--- src/rtl/seg_pkg.sv ---
// seg_pkg: shared definitions for the seven-segment scan driver.
//   - seg_bit_e : position of each segment inside a 7-bit pattern {g,f,e,d,c,b,a}
//   - SEG_W     : width of a segment pattern
//   - SEG_DIGIT : active-low patterns for BCD digits 0..9
//   - SEG_BLANK : all segments off (active-low)
//   - bcd_to_seg: nibble -> active-low pattern; 10..15 map to blank
package seg_pkg;

  typedef enum logic [2:0] {
    SEG_A = 3'd0,
    SEG_B = 3'd1,
    SEG_C = 3'd2,
    SEG_D = 3'd3,
    SEG_E = 3'd4,
    SEG_F = 3'd5,
    SEG_G = 3'd6
  } seg_bit_e;

  localparam int SEG_W = int'(SEG_G) + 1;

  localparam logic [SEG_W-1:0] SEG_BLANK = 7'h7F;

  localparam logic [SEG_W-1:0] SEG_DIGIT [0:9] = '{
    7'b1000000,  // 0
    7'b1111001,  // 1
    7'b0100100,  // 2
    7'b0110000,  // 3
    7'b0011001,  // 4
    7'b0010010,  // 5
    7'b0000010,  // 6
    7'b1111000,  // 7
    7'b0000000,  // 8
    7'b0010000   // 9
  };

  function automatic logic [SEG_W-1:0] bcd_to_seg(input logic [3:0] nibble);
    logic [SEG_W-1:0] seg;
    case (nibble)
      4'd0:    seg = SEG_DIGIT[0];
      4'd1:    seg = SEG_DIGIT[1];
      4'd2:    seg = SEG_DIGIT[2];
      4'd3:    seg = SEG_DIGIT[3];
      4'd4:    seg = SEG_DIGIT[4];
      4'd5:    seg = SEG_DIGIT[5];
      4'd6:    seg = SEG_DIGIT[6];
      4'd7:    seg = SEG_DIGIT[7];
      4'd8:    seg = SEG_DIGIT[8];
      4'd9:    seg = SEG_DIGIT[9];
      default: seg = SEG_BLANK;
    endcase
    return seg;
  endfunction

endpackage

--- src/rtl/seg_scan_timer.sv ---
// seg_scan_timer: slot counter and digit index for the scan driver.
// Ports:
//   clk, rst_n : clock, synchronous active-low reset
//   cnt        : cycle position inside the current digit slot
//   idx        : digit currently being scanned (0 = rightmost)
//   guard      : high while cnt is inside the all-digits-off guard interval
//   boundary   : high in the last cycle of the last digit slot of a frame
module seg_scan_timer #(
  parameter int NUM_DIGITS   = 4,
  parameter int REFRESH_DIV  = 50000,
  parameter int GUARD_CYCLES = 16,
  parameter int CNT_W        = $clog2(REFRESH_DIV),
  parameter int IDX_W        = (NUM_DIGITS > 1) ? $clog2(NUM_DIGITS) : 1
) (
  input  logic             clk,
  input  logic             rst_n,
  output logic [CNT_W-1:0] cnt,
  output logic [IDX_W-1:0] idx,
  output logic             guard,
  output logic             boundary
);

  logic cnt_last;
  logic idx_last;

  assign cnt_last = (cnt == CNT_W'(REFRESH_DIV - 1));
  assign idx_last = (idx == IDX_W'(NUM_DIGITS - 1));
  assign guard    = (cnt < CNT_W'(GUARD_CYCLES));
  assign boundary = cnt_last && idx_last;

  always_ff @(posedge clk) begin
    if (!rst_n) begin
      cnt <= '0;
      idx <= '0;
    end else if (cnt_last) begin
      cnt <= '0;
      idx <= idx_last ? '0 : idx + IDX_W'(1);
    end else begin
      cnt <= cnt + CNT_W'(1);
    end
  end

endmodule

--- src/rtl/seven_seg_scan.sv ---
// seven_seg_scan: time-multiplexed driver for an N-digit common-anode
// seven-segment display with a double-buffered BCD word.
// Ports:
//   clk, rst_n  : clock, synchronous active-low reset
//   value       : packed BCD, digit i = value[4i+3:4i], digit 0 rightmost
//   dp_in       : decimal-point request per digit, captured with value
//   load        : capture strobe for value/dp_in
//   segments    : {g,f,e,d,c,b,a}, active-low
//   dp          : decimal point, active-low
//   digit_en    : anode enables, active-low, at most one low
//   frame_done  : one-cycle pulse after the last digit slot of a frame
// Optional feature: define SEVEN_SEG_SCAN_LZB_EN for leading-zero blanking
// (digits above the most significant non-zero nibble are blanked; digit 0
// is always shown).
//
// Handshake: load is a strobe without back-pressure. Every cycle with
// load=1 is accepted; the newest word replaces any older pending one and
// becomes visible at the next frame boundary (immediately at the boundary
// if the strobe lands in the boundary cycle itself).
module seven_seg_scan
  import seg_pkg::*;
#(
  parameter int NUM_DIGITS   = 4,
  parameter int REFRESH_DIV  = 50000,
  parameter int GUARD_CYCLES = 16
) (
  input  logic                    clk,
  input  logic                    rst_n,
  input  logic [4*NUM_DIGITS-1:0] value,
  input  logic [NUM_DIGITS-1:0]   dp_in,
  input  logic                    load,
  output logic [SEG_W-1:0]        segments,
  output logic                    dp,
  output logic [NUM_DIGITS-1:0]   digit_en,
  output logic                    frame_done
);

  localparam int CNT_W = $clog2(REFRESH_DIV);
  localparam int IDX_W = (NUM_DIGITS > 1) ? $clog2(NUM_DIGITS) : 1;

  logic [CNT_W-1:0]        cnt;
  logic [IDX_W-1:0]        idx;
  logic                    guard;
  logic                    boundary;

  logic [4*NUM_DIGITS-1:0] shadow_val;
  logic [NUM_DIGITS-1:0]   shadow_dp;
  logic                    pending;
  logic [4*NUM_DIGITS-1:0] active_val;
  logic [NUM_DIGITS-1:0]   active_dp;

  logic [NUM_DIGITS-1:0]   lead_zero;
  logic [3:0]              cur_nib;
  logic                    cur_dp;
  logic                    cur_lz;
  logic [SEG_W-1:0]        seg_next;
  logic                    dp_next;
  logic [NUM_DIGITS-1:0]   en_next;

  seg_scan_timer #(
    .NUM_DIGITS   (NUM_DIGITS),
    .REFRESH_DIV  (REFRESH_DIV),
    .GUARD_CYCLES (GUARD_CYCLES),
    .CNT_W        (CNT_W),
    .IDX_W        (IDX_W)
  ) u_timer (
    .clk      (clk),
    .rst_n    (rst_n),
    .cnt      (cnt),
    .idx      (idx),
    .guard    (guard),
    .boundary (boundary)
  );

`ifdef SEVEN_SEG_SCAN_LZB_EN
  // lead_zero[i] is set when nibbles i..NUM_DIGITS-1 are all zero; bit 0
  // stays clear so a zero word still shows a single "0".
  always_comb begin
    logic zeros_above;
    zeros_above = 1'b1;
    lead_zero   = '0;
    for (int i = NUM_DIGITS - 1; i >= 1; i--) begin
      zeros_above  = zeros_above && (active_val[4*i +: 4] == 4'd0);
      lead_zero[i] = zeros_above;
    end
  end
`else
  assign lead_zero = '0;
`endif

  always_comb begin
    cur_nib = '0;
    cur_dp  = 1'b0;
    cur_lz  = 1'b0;
    en_next = '1;
    for (int i = 0; i < NUM_DIGITS; i++) begin
      if (idx == IDX_W'(i)) begin
        cur_nib = active_val[4*i +: 4];
        cur_dp  = active_dp[i];
        cur_lz  = lead_zero[i];
        if (!guard) en_next[i] = 1'b0;
      end
    end
    if (guard) begin
      seg_next = SEG_BLANK;
      dp_next  = 1'b1;
    end else begin
      seg_next = cur_lz ? SEG_BLANK : bcd_to_seg(cur_nib);
      dp_next  = ~cur_dp;
    end
  end

  always_ff @(posedge clk) begin
    if (!rst_n) begin
      shadow_val <= '0;
      shadow_dp  <= '0;
      pending    <= 1'b0;
      active_val <= '0;
      active_dp  <= '0;
      segments   <= SEG_BLANK;
      dp         <= 1'b1;
      digit_en   <= '1;
      frame_done <= 1'b0;
    end else begin
      if (load) begin
        shadow_val <= value;
        shadow_dp  <= dp_in;
      end
      if (boundary) begin
        // A strobe in the boundary cycle goes straight to the display
        // instead of waiting a whole frame in the shadow register.
        pending <= 1'b0;
        if (load) begin
          active_val <= value;
          active_dp  <= dp_in;
        end else if (pending) begin
          active_val <= shadow_val;
          active_dp  <= shadow_dp;
        end
      end else if (load) begin
        pending <= 1'b1;
      end
      segments   <= seg_next;
      dp         <= dp_next;
      digit_en   <= en_next;
      frame_done <= boundary;
    end
  end

endmodule

--- config.mk ---
export PLATFORM = sky130hd
export DESIGN_NAME = seven_seg_scan
export DESIGN_NICKNAME = d
export VERILOG_FILES = /design/src/rtl/seg_pkg.sv /design/src/rtl/seg_scan_timer.sv /design/src/rtl/seven_seg_scan.sv
export SDC_FILE = /design/constraint.sdc
export NUM_CORES = 1
export LEC_CHECK = 0
export ABC_AREA = 1
export CORE_MARGIN = 2
export CORE_UTILIZATION = 40
export DETAILED_ROUTE_END_ITERATION = 12
export PLACE_DENSITY = 0.67
export SYNTH_ARGS = -nofsm -noshare
export SYNTH_HDL_FRONTEND = slang
export SYNTH_HIERARCHICAL = 1
export SYNTH_SLANG_ARGS = --single-unit
--- constraint.sdc ---
create_clock -name clk -period 1.84 [get_ports clk]
set_input_delay 0.552 -clock clk [delete_from_list [all_inputs] [get_ports clk]]
set_output_delay 0.552 -clock clk [all_outputs]
set_load 0.02 [all_outputs]
# Word level (Yosys, flattened, before mapping)
# Memories as Yosys holds them, arrays and structs flattened. A register that Yosys moved wholly into a read port is not among the register bits.
# Index checks and enable logic that the tools add are counted.
[word_totals]
reg_bits = 65
rom_bits = 112
in_bits = 23
output_inout_bits = 13
word_cells = 48
mem_count = 1
[op_classes]
add_sub_neg = 2
order_cmp = 1
n_eq_ne = 4
muxes = 14
bitwise_logic = 2
reduce_logical = 11
[mem_list]
columns = ["name", "words", "width", "read_ports", "rd_ports_with_merged_regs", "wr", "line_no", "rtl"]
rows = [
  ["(no name shown)", 16, 7, 1, 1, 0, "seg_pkg.sv:38", "case (nibble)"],
]
[ops]
columns = ["cell", "count"]
rows = [
  ["$mux W16", 2],
  ["$mux W4", 6],
  ["$add A16 B1 Y16 const B", 1],
  ["$eq A16 B16 Y1 const B", 1],
  ["$lt A16 B5 Y1 const B", 1],
  ["$reduce_and A2 Y1", 5],
  ["$reduce_or A2 Y1", 3],
  ["$mux W1", 5],
  ["$eq A2 B2 Y1 const B", 2],
  ["$add A2 B1 Y2 const B", 1],
  ["$eq A2 B1 Y1 const B", 1],
  ["$logic_not A2 Y1", 1],
  ["$mux W2", 1],
  ["$not A1 Y1", 2],
  ["$reduce_bool A2 Y1", 1],
  ["$logic_and A1 B1 Y1", 1],
]

# Longest topological paths before layout
# Gate-level depths: netlist of run 1.
[depth]
ltp_word = 6
mapped_depth = 13
depth_no_buf = 12

# By module
# The synthesis of run 1 kept the hierarchy.
[modules_own_cells]
columns = ["module", "n_inst", "cells_per_inst", "area_each_um2", "seq_area_each_um2"]
rows = [
  ["seven_seg_scan", 1, 228, 2050.7, 1081.0],
  ["seg_scan_timer", 1, 141, 992.2, 360.3],
]

# Worst setup path after synthesis of run 1
# No wires, ideal clock.
[synth_path]
path_kind = "register -> register"
start = "register u_timer.cnt[0]"
end = "register active_dp[0]"
setup_ps = 135
arrival_time_ps = 1699
required_ps = 1705
setup_slack_ps = 6
path_stages_with_launch = 10
period_less_slack_ps = 1834
cell_sequence = "dfxtp_1 ha_1 nand3_2 nor2_2 nand2_2 nor2_1 inv_1 nor2_1 clkbuf_1 a211oi_1"
[synth_via]
elab_chain_cells = 3
[synth_lines]
columns = ["item", "line_no", "rtl"]
rows = [
  ["start, declared", "seg_scan_timer.sv:17", "output logic [CNT_W-1:0] cnt,"],
  ["start signal, assigned", "seg_scan_timer.sv:39", "cnt <= cnt + CNT_W'(1);"],
  ["$eq A16 B16 Y1", "seg_scan_timer.sv:26", "assign cnt_last = (cnt == CNT_W'(REFRESH_DIV - 1));"],
  ["$logic_and A1 B1 Y1", "seg_scan_timer.sv:29", "assign boundary = cnt_last && idx_last;"],
  ["via boundary", "seven_seg_scan.sv:44", "logic boundary;"],
  ["$reduce_and A2 Y1 (no source line)", "n/a", ""],
  ["end signal, assigned", "seven_seg_scan.sv:135", "active_dp <= dp_in;"],
  ["end signal, assigned", "seven_seg_scan.sv:138", "active_dp <= shadow_dp;"],
  ["end, declared", "seven_seg_scan.sv:50", "logic [NUM_DIGITS-1:0] active_dp;"],
]
# The timed path passes the listed nets, and every way through them passes these cells.
# A chain may end at the register's enable or synchronous reset.

# Worst setup path in the final report of run 1
[layout_path]
start = "register segments[6]"
end = "output segments[6]"
[layout_lines]
columns = ["item", "line_no", "rtl"]
rows = [
  ["start, declared", "seven_seg_scan.sv:32", "output logic [SEG_W-1:0] segments,"],
]
# No word-level cell between the ends.

==> impl_results.md, run 1 <==
- Result of the run: finished, final reports clean
- Top flip-flop cell by instance count after synthesis: sky130_fd_sc_hd__dfxtp_1
- Maximum Capacitance Violations: 0
- Biggest area consumer among synthesized cells: sky130_fd_sc_hd__dfxtp_1
- Largest net degree at the start of global routing: 42
- Critical path cell sequence: clkdlybuf4s50_1
- Reg2reg path depth: 10
- Leading cell types by count after synthesis: 72 x sky130_fd_sc_hd__dfxtp_1, 68 x sky130_fd_sc_hd__nor2_1, 60 x sky130_fd_sc_hd__nand2_1
- Unrepaired setup endpoints after global routing: no
- Number of buffers inserted during clock tree synthesis: 9
- Number of synthesized flops with an enable pin: 0
- Crit-path leading delay family: buffers and inverters
- Sink Count: 72
- Normalized max-slew margin: 0.829
- Vias/cell: 4.79
- Met2 Use GR: 0.278
- Initial Utilization: 0.417
- Source-to-sink clock delay at the later pin of the worst-skew pair: 0.34 ns
- Total number of vias: 2,511
- Number of distinct library cell variants in the gate-level netlist after synthesis: 36
- CTS tree: done
- Number of antenna violations at the first check in global routing: 0
- Worst path depth: 1
- Avg Cell Area, Syn: 8.25 sq um
- Root buffer selected by CTS: sky130_fd_sc_hd__clkbuf_8
- Wire length of the first global-routing pass: 10,700 um
- Horizontal extent of the die: about 91 um
- Cell types occupying the most area after synthesis: sky130_fd_sc_hd__dfxtp_1 47%, sky130_fd_sc_hd__nor2_1 8.4%, sky130_fd_sc_hd__nand2_1 7.4%
- Final weighted congestion in routability-driven placement: 0.906
- Hold depth: 2
- Total Power Consumption: 0.00299 W
- Fraction of layout instances using a drive strength above 1: 0.165
- Number of warnings printed during yosys synthesis: 6
- Worst Setup End Kind: primary output
- Max IR drop VDD: approximately 0.00049 V
- Final setup fails: 0
- Drt total wl: 6310 um
- Die height: 91.2 um
- Deepest level of the CTS H-tree: 3
- Share of the clock period used by the worst path after layout: 0.974
- Post-Syn Instances: 369
- Least-Margin Pin Slew: 0.250 ns
- Mapped Nets: 395
- Tot GR Track Use: 0.162
- Required @ worst endpoint: about 1.3 ns
- Number of global-route vias before repair: 2,425
- Slowest cell on the critical path: sky130_fd_sc_hd__clkdlybuf4s50_1
- Max Freq: 558 MHz
- Type of the most critical hold path: reg -> reg
- Arrival time of data at the critical path endpoint: between 1 and 1.5 ns
- Total core area: 7290 sq um
- Max stage delay on crit path: 0.60 ns
- Pwr per Cell Area: between 700 and 800 nW/um^2
- Routing usage on met1: 0.186
- Worst setup path category: reg -> out
- Post-CTS Hold Fix Bufs: 0
- Post-route cell area: 3880 sq um
- Layer carrying the most global-route usage: met2
- I/O Pins: 36
- DRC marker count from the first detailed-route iteration: 67
- Clock input transition at the sequential cells of the worst setup and hold paths: 0.07 ns
- Proportion of netlist area held by the largest area contributor: 0.474
- Placed standard-cell area: 3590 sq um
- Sort of element at the start of the critical path: register
- Number of buffer cells added on primary ports: 35
- Final hold slack: 0.479 ns
- Final max-slew violation count: 0
- Final global-route overflow total: 0
- Antenna diode instance count: 0
- Total negative slack for setup checks: 0 ns
- Final Hold Vio Count: 0
- Total buffers and inverters traversed by the critical path: 1
- Most numerous cell in the Yosys netlist: sky130_fd_sc_hd__dfxtp_1
- Clk_skew: approximately 0.0086 ns
- Mapped Area: a little over 3000 sq um
- Relative area change from synthesis to final layout: 27.6%
- Longest Clk Path Bufs: 2
- Final critical-path required period: 1.79 ns
- Critical-path maximum fanout: 1
- DR DRC count: 0
- Sequential area share after synthesis: 0.474
- Leakage component of the power: 1.53 nW
- Row count: 31
- Die Outline Area: 8320 sq um
- FF+latch count, synth: 72
- First drt pass iteration count: 4
- Routed Antenna Nets: 0
- Post-detail-place hpwl: 4410 um
- Post-detailed-route wirelength per cell: roughly 12 um
- Global routing met3 resource utilization: 0.0573
- Net count of the finished layout: 447
- Async set-or-reset flop fraction in the synthesized netlist: 0
timing repair:
| action | 4_1_cts | 5_1_grt |
|---|---|---|
| setup buffers | 0 | 0 |
| hold endpoints to repair | 0 | 0 |
| resized for setup | 5 | 16 |
| setup endpoints to repair | 5 | 28 |
| cloned | 0 | 2 |
| pin swaps | 0 | 1 |
cells in the final DEF (no fill, tap or decap), drive strengths merged, types with 3 or more instances in the layout:
cell type / count
a211oi: 20
a21oi: 8
buf: 17
clkbuf: 12
clkdlybuf4s50: 23
clkinvlp: 3
dfxtp: 72
dlygate4sd2: 5
dlymetal6s2s: 7
ha: 3
inv: 27
mux2i: 20
nand2: 68
nand3: 24
nand4: 9
nor2: 80
o21ai: 8
or2: 3
xor2: 4
per-layer routing:
metal  up-vias  wire length, um
met2        41             3160
met4         0               79
met3         8              257
met5         -                0
met1      1148             2810
li1       1314                -
per-stage QoR:
step | std cells | setup slack (ns) | utilization
floorplan | 369 | 0.00638 | -
global placement | 507 | -0.00705 | 0.493
detailed placement | 507 | -0.00927 | 0.493
CTS | 522 | 0.0000484 | 0.519
global route | 524 | 0.00420 | 0.532
finish | 524 | 0.0479 | 0.532
worst min-delay path, cell delays in order (launching register included):
cell and delay [ns]:
sky130_fd_sc_hd__dfxtp_1 0.32, sky130_fd_sc_hd__nand2_1 0.06, sky130_fd_sc_hd__a21oi_1 0.05
path summary, 6_finish.rpt:
| kind | end | slack (ns) | start |
|---|---|---|---|
| max | segments[6] | 0.05 | segments[6]$_SDFF_PP1_ |
| min | u_timer/cnt[15]$_SDFF_PP0_ | 0.48 | u_timer/cnt[15]$_SDFF_PP0_ |
| max reg2reg | active_val[7]$_SDFFE_PN0P_ | 0.14 | u_timer/cnt[1]$_SDFF_PP0_ |
| min reg2reg | u_timer/cnt[15]$_SDFF_PP0_ | 0.48 | u_timer/cnt[15]$_SDFF_PP0_ |
power by group:
group / total (W) / internal, W / switching, W / leakage (nW)
clock: 0.00122 / 0.000652 / 0.000568 / 0.0904
sequential: 0.00160 / 0.00159 / 0.0000104 / 0.586
combinational: 0.000170 / 0.0000900 / 0.0000804 / 0.848
total: 0.00299 / 0.00233 / 0.000658 / 1.53
registers in the layout (all words and copies together) (netlist names):
name / count
shadow_val: 16
active_dp: 4
digit_en: 4
segments: 7
dp: 1
u_timer/cnt: 16
active_val: 16
pending: 1
frame_done: 1
u_timer/idx: 2
shadow_dp: 4
cell families (layout without fill, tap and decap cells):
kind of cell,count (synthesis),after routing,share of synthesized area
simple gates,188,188,0.282
flops,72,72,0.474
buf+inv,41,97,0.0604
compound gates,39,39,0.0888
mux,20,20,0.0658
xor+xnor,6,6,0.0173
fa+ha+maj,3,3,0.0123
final cells by class:
type	count	area, sq um
clock inverter	5	57.6
clock buffer	10	138
fill	716	3410
tap	99	124
timing repair buffer	54	564
inverter	28	105
multi-input combinational	256	1450
sequential	72	1440
No activity file was read; power rests on OpenSTA's default activity.
==> run 2: changes to the inputs <==
Settings changed: CTS_CLUSTER_SIZE set to 24.
==> results of run 2 <==
The final DEF is identical to that of run 1; final timing and power are the same.
==> run 3: changes to the inputs <==
--- a/config.mk
+++ b/config.mk
@@ -11,5 +11,5 @@
 export CTS_CLUSTER_SIZE = 24
 export DETAILED_ROUTE_END_ITERATION = 12
-export PLACE_DENSITY = 0.67
+export PLACE_DENSITY = 0.72
 export SYNTH_ARGS = -nofsm -noshare
 export SYNTH_HDL_FRONTEND = slang
==> constraint.sdc (replaced) <==
create_clock -name clk -period 1.84 [get_ports clk]
set_input_delay 0.276 -clock clk [delete_from_list [all_inputs] [get_ports clk]]
set_output_delay 0.276 -clock clk [all_outputs]
set_load 0.02 [all_outputs]
==> run 3 against run 2 <==
Clock skew grew 0.0023 ns; core utilization shrank 0.72 points; clock-buffer cell count is the same; critical path depth grew 8; via count grew 1.0%; wire length shrank 3.5%; global-route usage is essentially flat; worst hold slack lost 0.0023 ns; combinational power is essentially flat; largest cell class unchanged; highest routed layer unchanged.
==> impl_results.md, run 3 (synthesized netlist as in run 1, its figures left out) <==
- Vias/cell: 4.87
- Final max-slew violation count: 0
- Deepest level of the CTS H-tree: 3
- Least-Margin Pin Slew: 0.348 ns
- Critical path cell sequence: ha_4 > nand3_2 > nor2_4 > nand2_2 > nor2_2 > inv_1 > nor2_4 > bufbuf_16 > a211oi_1
- Final critical-path setup slack: 0.106 ns
- Share of the clock period used by the worst path after layout: 0.942
- Initial Utilization: 0.417
- Arrival time of data at the critical path endpoint: ~2.0 ns
- Total Power Consumption: 0.00295 W
- Max Freq: 577 MHz
- Placed standard-cell area: roughly 3600 sq um
- Fraction of layout instances using a drive strength above 1: 0.152
- Normalized max-slew margin: 0.768
- Root buffer selected by CTS: sky130_fd_sc_hd__clkbuf_8
- Tot GR Track Use: 0.162
- Final weighted congestion in routability-driven placement: 0.886
- Sink Count: 72
- Horizontal extent of the die: roughly 91 um
- Worst slack after detailed placement: 0.0358 ns
- Required @ worst endpoint: 2.05 ns
- Result of the run: finished, final reports clean
- Post-CTS Hold Fix Bufs: 0
- Antenna diode instance count: 0
- DR DRC count: 0
- Most common cell type on the critical path: sky130_fd_sc_hd__nor2_4
- Post-route cell area: around 3800 sq um
- Slowest cell on the critical path: sky130_fd_sc_hd__dfxtp_1
- Relative area change from synthesis to final layout: 25.9%
- Most common cell after layout, fill and taps aside: sky130_fd_sc_hd__dfxtp_1
- Drt total wl: 6090 um
- Total buffers and inverters traversed by the critical path: 2
- Source-to-sink clock delay at the later pin of the worst-skew pair: approximately 0.35 ns
- Clk_skew: 0.0109 ns
- Worst setup path category: reg -> reg
- Final critical-path required period: about 1.7 ns
- CTS tree: done
- Max IR drop VDD: 0.000437 V
- I/O Pins: 36
- Pwr per Cell Area: 771 nW/um^2
- Final hold slack: 0.477 ns
- Worst Setup End Kind: register
- Net count of the finished layout: 444
- Max stage delay on crit path: 0.39 ns
- Wire length of the first global-routing pass: 10,800 um
- Commonest non-fill, non-tap cells in the layout: 70 x sky130_fd_sc_hd__dfxtp_1, 66 x sky130_fd_sc_hd__nor2_1, 60 x sky130_fd_sc_hd__nand2_1
- Post-detail-place hpwl: between 4000 and 5000 um
- Number of buffers inserted during clock tree synthesis: 9
- Type of the most critical hold path: reg -> reg
- Worst flop-to-flop path endpoint: active_val[2]$_SDFFE_PN0P_
- Total core area: 7290 sq um
- Die height: 91.2 um
- Crit-path leading delay family: simple AND/OR/NAND/NOR gates
- Clock input transition at the sequential cells of the worst setup and hold paths: 0.07 ns
- Total number of vias: about 2,500
- Startpoint of the most critical hold path: active_dp[3]$_SDFFE_PN0P_
- Longest Clk Path Bufs: 2
- DRC marker count from the first detailed-route iteration: roughly 120
- Endpoint, Worst Hold: dp$_SDFF_PP1_
- Critical register-to-register path startpoint: u_timer/cnt[1]$_SDFF_PP0_
- Post-CTS setup buffer count: 0
- Routed Antenna Nets: 0
- Reg2reg path depth: 9
- Post-detailed-route wirelength per cell: 11.7 um
- Final global-route overflow total: 0
- Final setup fails: 0
- First drt pass iteration count: 5
- Leakage component of the power: approximately 1.5 nW
- Die Outline Area: 8320 sq um
- Number of antenna violations at the first check in global routing: 0
- Final core utilization: 0.525
- Critical-path maximum fanout: 20
- Number of global-route vias before repair: 2,478
- Top Registers: active_val x16, shadow_val x16, u_timer/cnt x16
- Number of buffer cells added on primary ports: 35
- Sort of element at the start of the critical path: register
- Maximum Capacitance Violations: 0
- Largest net degree at the start of global routing: 35
- Hold depth: 1
- Flop2flop setup slack: 0.11 ns
- Filler Cells Inserted: 708
- Final Hold Vio Count: 0
- Row count: 31
[run 3: cell count changes in the layout (fill, tap and decap cells not counted), sizes merged, moves of 2 or more]
cell | before | now
buf | 17 | 15
clkbuf | 12 | 10
clkdlybuf4s50 | 23 | 35
dlygate4sd2 | 5 | 0
dlymetal6s2s | 7 | 0
[run 3: metal layers]
layer  track usage  vias to the layer above  part of all wire
met3        0.0548                       12             0.044
li1              -                     1307                 -
met5             0                        -                 0
met4        0.0644                        0             0.017
met2         0.266                       53              0.49
met1         0.195                     1165              0.45
[run 3: stage by stage]
| step | setup TNS [ns] | std cells |
|---|---|---|
| after global placement | 0 | 505 |
| after detailed placement | 0 | 505 |
| final | 0 | 521 |
| after CTS | 0 | 521 |
| after floorplan | 0 | 369 |
| after global routing | -0.0439 | 521 |
[run 3: how the worst max path moves through the flow]
| stage | cells past startpoint | slack [ns] | to | startpoint |
|---|---|---|---|---|
| final | 9 | 0.11 | active_val[2]$_SDFFE_PN0P_ | u_timer/cnt[1]$_SDFF_PP0_ |
| after CTS | 9 | 0.02 | active_val[7]$_SDFFE_PN0P_ | u_timer/cnt[1]$_SDFF_PP0_ |
| after detailed placement | 10 | 0.04 | active_val[7]$_SDFFE_PN0P_ | u_timer/cnt[1]$_SDFF_PP0_ |
| after global placement | 10 | 0.11 | active_val[2]$_SDFFE_PN0P_ | u_timer/cnt[1]$_SDFF_PP0_ |
| after global routing | 9 | -0.01 | active_val[7]$_SDFFE_PN0P_ | u_timer/cnt[1]$_SDFF_PP0_ |
| after floorplan | 9 | 0.006 | active_dp[0]$_SDFFE_PN0P_ | u_timer/cnt[0]$_SDFF_PP0_ |
[run 3: timing repair]
item	in CTS	in global routing
pin swaps	0	0
setup endpoints to repair	2	22
gates resized for setup	2	6
cloned	1	0
[run 3: report_power, final]
group          internal, W  switching, W
clock network     0.000618      0.000564
registers          0.00159     0.0000131
logic            0.0000904     0.0000781
total              0.00230      0.000655
[run 3: final cells by class]
type                       instances  area (sq um)  area share
clock inverter                     5          58.8      0.0154
timing repair buffer              51           520       0.136
clock buffer                      10           128      0.0333
multi-input combinational        256          1450       0.379
tap                               99           124      0.0323
sequential                        72          1440       0.377
inverter                          28           105      0.0274
